## src/rtl/rule110_row_serializer.sv

```systemverilog
// Row-to-word serializer for the rule-110 generator.
// Buffers one generation row and emits it as NWORDS words, most significant
// word first, with valid/ready handshakes on both the row and word sides.
//
//   state | meaning
//   ------+------------------------------------------------
//   IDLE  | no row buffered, row_ready high
//   SEND  | row buffered, words pending on word_out
module rule110_row_serializer #(
  parameter  int ROW_W  = 256,
  parameter  int WORD_W = 16,
  localparam int NWORDS = ROW_W / WORD_W,
  localparam int IDX_W  = (NWORDS > 1) ? $clog2(NWORDS) : 1
) (
  input  logic              clk,
  input  logic              rst,
  input  logic [ROW_W-1:0]  row_in,
  input  logic              row_valid,
  output logic              row_ready,
  output logic [WORD_W-1:0] word_out,
  output logic              word_valid,
  input  logic              word_ready,
  output logic [IDX_W-1:0]  word_idx,
  output logic              word_last,
  output logic [15:0]       gen_count
);

  typedef enum logic {IDLE = 1'b0, SEND = 1'b1} state_t;

  localparam logic [IDX_W-1:0] LAST_IDX = IDX_W'(NWORDS - 1);

  state_t             state_q;
  logic [ROW_W-1:0]   buf_q;
  logic [IDX_W-1:0]   idx_q;
  logic [15:0]        gen_count_q;
  logic [WORD_W-1:0]  word_out_d;

  logic at_last;
  logic word_hs;
  logic row_hs;

  // Handshake qualifiers; row_ready reaches back combinationally through
  // word_ready so a new row can be taken on the last word with no bubble.
  always_comb begin
    at_last   = (idx_q == LAST_IDX);
    word_hs   = (state_q == SEND) && word_ready;
    row_ready = !rst && ((state_q == IDLE) || (word_hs && at_last));
    row_hs    = row_valid && row_ready;
  end

  // Select the current word, word 0 being the leftmost cells of the row.
  always_comb begin
    word_out_d = '0;
    for (int i = 0; i < NWORDS; i++) begin
      if (idx_q == IDX_W'(i)) begin
        word_out_d = buf_q[ROW_W-1-WORD_W*i -: WORD_W];
      end
    end
  end

  // Serializer FSM: row capture, word stepping and completed-row counting.
  always_ff @(posedge clk or posedge rst) begin
    if (rst) begin
      state_q     <= IDLE;
      buf_q       <= '0;
      idx_q       <= '0;
      gen_count_q <= '0;
    end else begin
      case (state_q)
        IDLE: begin
          if (row_hs) begin
            buf_q   <= row_in;
            idx_q   <= '0;
            state_q <= SEND;
          end
        end
        SEND: begin
          if (word_hs) begin
            if (at_last) begin
              gen_count_q <= gen_count_q + 16'd1;
              idx_q       <= '0;
              if (row_hs) begin
                buf_q   <= row_in;
                state_q <= SEND;
              end else begin
                state_q <= IDLE;
              end
            end else begin
              idx_q <= idx_q + IDX_W'(1);
            end
          end
        end
        default: begin
          state_q <= IDLE;
          idx_q   <= '0;
        end
      endcase
    end
  end

  assign word_out   = word_out_d;
  assign word_valid = (state_q == SEND);
  assign word_idx   = idx_q;
  assign word_last  = (state_q == SEND) && at_last;
  assign gen_count  = gen_count_q;

endmodule

```

## config.mk

```make
export PLATFORM = sky130hd
export DESIGN_NAME = rule110_row_serializer
export DESIGN_NICKNAME = d
export VERILOG_FILES = /design/src/rtl/rule110_row_serializer.sv
export SDC_FILE = /design/constraint.sdc
export NUM_CORES = 1
export LEC_CHECK = 0
export CAP_MARGIN = 20
export CELL_PAD_IN_SITES_DETAIL_PLACEMENT = 0
export CELL_PAD_IN_SITES_GLOBAL_PLACEMENT = 1
export CORE_ASPECT_RATIO = 1.4
export CORE_MARGIN = 1.5
export CORE_UTILIZATION = 30
export CTS_CLUSTER_SIZE = 40
export DETAILED_ROUTE_END_ITERATION = 8
export GPL_TIMING_DRIVEN = 0
export HOLD_SLACK_MARGIN = 0.15
export PLACE_DENSITY_LB_ADDON = 0.1
export RECOVER_POWER = 100
export SYNTH_ARGS = -nofsm -noshare
export SYNTH_HDL_FRONTEND = slang
export SYNTH_SLANG_ARGS = --single-unit
```

## constraint.sdc

```tcl
create_clock -name clk -period 13.8 [get_ports clk]
set_clock_uncertainty 0.2 [all_clocks]
set_input_delay 2.76 -clock clk [delete_from_list [all_inputs] [get_ports clk]]
set_output_delay 2.76 -clock clk [all_outputs]
set_load 0.05 [all_outputs]
```

Yosys cells after proc, flatten, opt, wreduce, memory -nomap -nowiden
Cells that the tools add are included.
- add/sub/neg operators: 2
- equal/unequal tests: 18
- muxes and demuxes: 28
- bitwise operators: 1
- reductions and logical operators: 11
- operators by type and width (cell ; number):
    $mux W256 ; 3
    $pmux W256 S2 ; 1
    $mux W16 ; 16
    $eq A4 B4 Y1 const B ; 8
    $add A16 B1 Y16 const B ; 1
    $eq A4 B3 Y1 const B ; 4
    $mux W4 ; 3
    $eq A4 B2 Y1 const B ; 2
    $pmux W4 S2 ; 1
    $logic_and A1 B1 Y1 ; 5
    $add A4 B1 Y4 const B ; 1
    $eq A4 B1 Y1 const B ; 1
    $logic_not A4 Y1 ; 1
    $ne A2 B1 Y1 const B ; 2
    $reduce_and A2 Y1 ; 2
    $mux W1 ; 3
    $reduce_and A3 Y1 ; 1
    $ne A2 B2 Y1 const B ; 1
    $pmux W1 S2 ; 1
    $logic_not A1 Y1 ; 1
    $logic_or A1 B1 Y1 ; 1
    $not A1 Y1 ; 1
- bits in registers: 277
- bits of input ports: 260
- output and inout bits: 39
- word-level logic and storage cells: 64

Depth between registers and ports, before layout
- depth after elaboration: 17
- mapped depth: 10
- depth with buffers taken out: 7

Worst setup path before layout
Ideal clock, no wire load.
- kind: in2reg
- start point: in rst
- end point: reg idx_q[1], in the netlist word_idx[1]
- library setup time: 0.122 ns
- data arrival time: 9.576 ns
- data required time: 13.478 ns
- setup slack: 3.902 ns
- cell stages on the path: 4
- buffers on the path: 0
- cells stage by stage: inv_1 -> a21oi_1 -> a21o_1 -> a32o_1
- longest elaborated chain between the ends: 5
- RTL lines (item ; line ; source):
    start: declaration ; 16 ; input logic rst,
    $logic_not A1 Y1 (no line) ; - ;
    $logic_and A1 B1 Y1 ; 47 ; row_ready = !rst && ((state_q == IDLE) || (word_hs && at_last));
    $logic_and A1 B1 Y1 ; 48 ; row_hs = row_valid && row_ready;
    $ne A2 B2 Y1 (no line) ; - ;
    $reduce_and A2 Y1 (no line) ; - ;
    end signal: assignment ; 89 ; idx_q <= idx_q + IDX_W'(1);
    end: declaration ; 34 ; logic [IDX_W-1:0] idx_q;
Every way passes these cells.
A chain may end at the register's enable or synchronous reset.

Worst setup path in the final report
- start point: in word_ready
- end point: out row_ready
- longest elaborated chain between the ends: 4
- RTL lines (item ; line ; source):
    start: declaration ; 22 ; input logic word_ready,
    $logic_and A1 B1 Y1 ; 46 ; word_hs = (state_q == SEND) && word_ready;
    $logic_and A1 B1 Y1 ; 47 ;
    $logic_or A1 B1 Y1 ; 47 ;
    $logic_and A1 B1 Y1 ; 47 ;
    end: declaration ; 19 ; output logic row_ready,
Every way passes these cells.

==> impl_metrics.yaml <==
status:
  outcome: "finished with violations"
  violations: "capacitance limit, slew limit"
synthesis:
  syn-num-nets: 1309
  yosys-top-cells-count: "277 x dfrtp_1, 191 x mux2_1, 66 x mux2_2"
  synth-edff-count: 0
  yosys_warnings: 0
  synth_area_um2: 13220
  yosysSeqAreaShare: 0.5242
  synth_area_leaders: "dfrtp_1 52%, mux2_1 16%, mux2_2 5.6%, a21oi_1 2.4%, buf_6 1.9%"
  ys_ff_latch: 277
  synthFlopType: "dfrtp_1"
  synth_top_area_share: 0.5242
  async_reset_ff_frac: 1.000
  avgSynthCellArea_um2: 12.67
  netlist_instances: 1044
  synthMostInstantiatedCell: "dfrtp_1"
  yosys.area.top_type: "dfrtp_1"
  synth.distinct_cells: 53
die:
  core_um2: 43240
  fp.dieArea_um2: 45360
  die_x_um: 180.4
  die_h_um: 251.4
  rows: 90
  ios: 299
  initial_utilization: 0.3058
setup_path:
  critical_path_class: "in -> out"
  required_ns: 10.84
  critical_path.endpoint: "row_ready"
  ff2ff_path_depth: 8
  rr_startpoint: "word_idx[0]"
  rrSetupSlack_ns: 9.58
  path_max_fanout: 6
  arrival_ns: 4.77
  startpoint: "word_ready"
  endpoint_kind: "primary output"
  r2r_end: "buf_q[90]"
  critPathLaunchType: "primary input"
power_and_ir_drop:
  total_power_uw: 4111
  power.leakage_uw: 0.007451
  vdd_ir_drop_max_mv: 0.1073
  cellPowerDensity_nw_per_um2: 230.7
timing:
  slew_headroom: -0.5561
  hold_violations: 0
  fin_setup_tns_ns: 0
  fin_crit_ns: 7.727
  post-route-period-util: 0.5599
  max_freq_mhz: 129.4
  worstMarginPinSlew_ns: 2.321
  holdWs_ns: 0.2695
  finalSetupViolations: 0
  drv_slew: 46
  rsz0062_at_grt: "false"
min_path:
  min_path_cells: 1
  min-delay-path-class: "reg -> reg"
global_routing:
  gr-total-overflow: 0
  antenna_found_initial: 2
  track_usage: 0.2183
  grt_max_degree: 120
  grt_pass1_wl_mm: 72.16
  grt_pass1_vias: 10708
placed_design:
  io_buffers: 298
  place.gp.congestion: 0.8523
  dpl.hpwl_mm: 38.61
routing:
  routed_wirelength_mm: 49.43
  drcViolationCount: 0
  postRouteAntennaNets: 0
  wirelength_met1_mm: 20.00
  wl_per_cell_um: 25.31
  first_pass_iters: 5
  met2_length_mm: 26.42
  dr_total_vias: 10020
  drt_iter0_markers: 523
  route.met3.wl_mm: 1.780
  highest_layer: "met5"
  vias_per_cell: 5.131
flow_run:
  drv_cap: 1
clock_tree:
  path_clk_slew_ns: 0.06
  cts_buffers: 31
  cts.sinks: 277
  htreeDepth: 1
  clk_path_buf_depth: 3
  clockRootBuffer: "clkbuf_16"
  clk_latency_ns: 0.57
  post_cts_buffers: 0
  cts_tree: "done"
  ctsResizeCount: 0
  cts_hold_buf: 0
cells_and_area:
  drive_gt1_frac: 0.1121
  final_nets: 1642
  n_antenna_cell: 0
  syn_to_final_growth_pct: 34.77
  final_util: 0.4121
[worst min-delay path by stage]
| stage | endpoint | start | slack, ns |
|---|---|---|---|
| floorplan | buf_q[162] | buf_q[162] | 0.25 |
| global placement | buf_q[89] | buf_q[89] | 0.26 |
| detailed placement | buf_q[162] | buf_q[162] | 0.27 |
| CTS | buf_q[162] | buf_q[162] | 0.28 |
| global route | gen_count[15] | gen_count[15] | 0.29 |
| finish | gen_count[15] | gen_count[15] | 0.27 |
[cell families (layout without fill, tap and decap cells)]
kind of cell | Yosys count | count (layout) | synth area share
flip-flops | 277 | 277 | 0.5242
AO/OA/AOI/OAI | 269 | 269 | 0.1406
multiplexers | 259 | 259 | 0.2204
AND/OR/NAND/NOR | 123 | 123 | 0.05432
buffers and inverters | 96 | 453 | 0.04580
XOR/XNOR | 15 | 15 | 0.009936
adder cells (fa/ha/maj) | 5 | 5 | 0.004731
[cell type report]
| class | count | area (µm²) |
|---|---|---|
| Fill cell | 4302 | 25420 |
| Buffer | 87 | 356.6 |
| Clock buffer | 48 | 939.7 |
| Multi-Input combinational cell | 671 | 5674 |
| Timing Repair Buffer | 300 | 3038 |
| Tap cell | 552 | 690.7 |
| Clock inverter | 9 | 153.9 |
| Sequential cell | 277 | 6932 |
| Inverter | 9 | 35.03 |
[worst max-delay path: stages]
cell           delay [ns]
dlygate4sd3_1        0.65
nand2_1              0.11
o21a_1               0.21
nor2_1               0.14
dlygate4sd3_1        0.89
[through the flow]
stage,std cells,area [µm²],worst slack [ns]
final,1953,17820,6.073
after global routing,1953,17820,5.966
after CTS,1953,18050,6.164
after detailed placement,1896,16960,6.164
after global placement,1894,16900,-1.090
after floorplan,1044,13220,3.165
[layout by cell type (no fill, tap or decap), drive strengths merged, types with 4 or more instances in the layout]
master / count
o221ai: 25
a221o: 16
a31oi: 16
nand4: 4
inv: 8
buf: 20
nor3: 7
bufinv: 4
a21oi: 64
dlygate4sd3: 41
nand3: 5
o221a: 15
dfrtp: 277
ha: 5
and3: 15
nand2: 20
nor2b: 16
or3: 12
and2: 4
clkbuf: 117
a22oi: 19
o22ai: 17
xnor2: 12
a221oi: 7
o21ai: 47
o2bb2ai: 15
a21o: 15
nand2b: 17
o211ai: 7
mux2: 257
clkdlybuf4s50: 257
nor2: 11
[routing by layer]
metal  track usage  vias up
li1              -     4579
met3       0.02637       45
met1        0.2610     5107
met5             0        -
met2        0.4092      285
met4       0.06002        4
[registers in the layout (all words and copies together) (netlist names)]
register and count:
word_idx 4, word_valid 1, buf_q 256, gen_count 16
[power breakdown]
part           internal (µW)  switching [µW]  leakage, µW
clock network            540             346     0.000531
logic                    706            1120      0.00349
registers               1180             216      0.00343
No activity file was read; power rests on OpenSTA's default activity.
==> RTL change, RTL diff (config.mk and constraints unchanged) <==
The parameter `ROW_W` goes from 256 to 512.
--- a/src/rtl/rule110_row_serializer.sv
+++ b/src/rtl/rule110_row_serializer.sv
@@ -9,3 +9,3 @@
 module rule110_row_serializer #(
-  parameter  int ROW_W  = 256,
+  parameter  int ROW_W  = 512,
   parameter  int WORD_W = 16,
Interface: changed (resized row_in and word_idx); port bits go from 299 to 556. No check against the original RTL was run, so the function may have changed too.
==> RTL change against the original RTL <==
The flow still finishes with violations (capacitance limit, slew limit); die area up 95%; synthesized area up 96%; wire length grew to 2.8 times the old value; hold slack got worse by 0.0045 ns; cell count rose by 110%; final area increased by 97%; power increased by 94%; sequential cell count is 257 higher; setup slack worse by 3.5 ns; largest power group unchanged.
==> RTL change: results <==
set metrics [dict create \
    largest_reg_flops 512 \
    ff2ff_setup_slack_ns 5.67 \
    p_seq_w 0.00296 \
    use_met2_pct 54.6 \
    crit_start "word_idx[0]" \
    met2WireLength_um 69700 \
    synthAdderAreaFrac_pct 0.337 \
    port_buffers 555 \
    grt_pass1_wl_um 190000 \
    yosysSeqAreaShare_pct 51.4 \
    grtUsageMet3_pct 5.46 \
    synth_common_cells "534 x dfrtp_1, 496 x mux2_2, 135 x a21oi_1" \
    crit_path_end "word_out[9]" \
    grt_usage_pct 31.0 \
    dr.first_iter.drc_count 1868 \
    wl_met3_um 8520 \
    fin_nets 3420 \
    placed_area_um2 33300 \
    status "finished with violations" \
    max_cap_violations 12 \
    vias_per_cell 5.66 \
    cp_max_fo 10 \
    ff2ff_path_depth 15 \
    design_area_um2 35000 \
    drt_first_pass_iters 6 \
    wl_met1_um 52800 \
    hold_ws_ns 0.265 \
    dp_cells 3933 \
    use_met1_pct 36.1 \
    syn_nets 2782 \
    clkLatencyLatePin_ns 0.66 \
    combPwrFrac_pct 42.0 \
    antenna_found_initial 18 \
    globalplace.congestion 0.939 \
    synth-xor-area-share_pct 0.506 \
    synth.mux.area_fraction_pct 21.6 \
    synth_area_leaders "dfrtp_1 51%, mux2_2 22%, a21oi_1 2.6%" \
    switchingPower_w 0.00339 \
    r2r_end "buf_q[4]" \
    slew_viol_final 418 \
    dpl_worst_slack_ns 3.93 \
    ir_worst_vdd_mv 0.178 \
    fmax_mhz 89.0 \
    violations "capacitance limit, slew limit" \
    via_count 22900 \
    detailed_place_hpwl_um 112000 \
    critPathMaxStageDelay_ns 0.85 \
    comb-power_w 0.00335 \
    fillers 8354 \
    cts_max_level 2 \
    grt_pass1_vias 24100 \
    yosysUniqueCellTypes 85 \
    cts_buffers 57 \
    leakagePower_nw 13.9 \
]
-- RTL change: cell count changes after synthesis, moves of 20 or more --
| cell | before | now |
|---|---|---|
| inv_1 | 8 | 28 |
| a21oi_1 | 64 | 135 |
| dfrtp_1 | 277 | 534 |
| nor2_1 | 11 | 131 |
| o21ai_0 | 47 | 123 |
| nand2_1 | 20 | 134 |
| clkbuf_1 | 41 | 118 |
| o22ai_1 | 17 | 63 |
| nor3_1 | 6 | 32 |
| mux2_2 | 66 | 496 |
| mux2_1 | 191 | 0 |
| a221oi_1 | 7 | 33 |
-- RTL change: area by class of cell --
| type | count | share of cell area [%] |
|---|---|---|
| Sequential cell | 534 | 38.1 |
| Inverter | 28 | 0.304 |
| Clock buffer | 74 | 4.48 |
| Buffer | 169 | 2.03 |
| Multi-Input combinational cell | 1528 | 33.7 |
| Clock inverter | 28 | 1.08 |
| Tap cell | 1096 | 3.91 |
| Antenna cell | 5 | 0.0357 |
| Timing Repair Buffer | 579 | 16.3 |
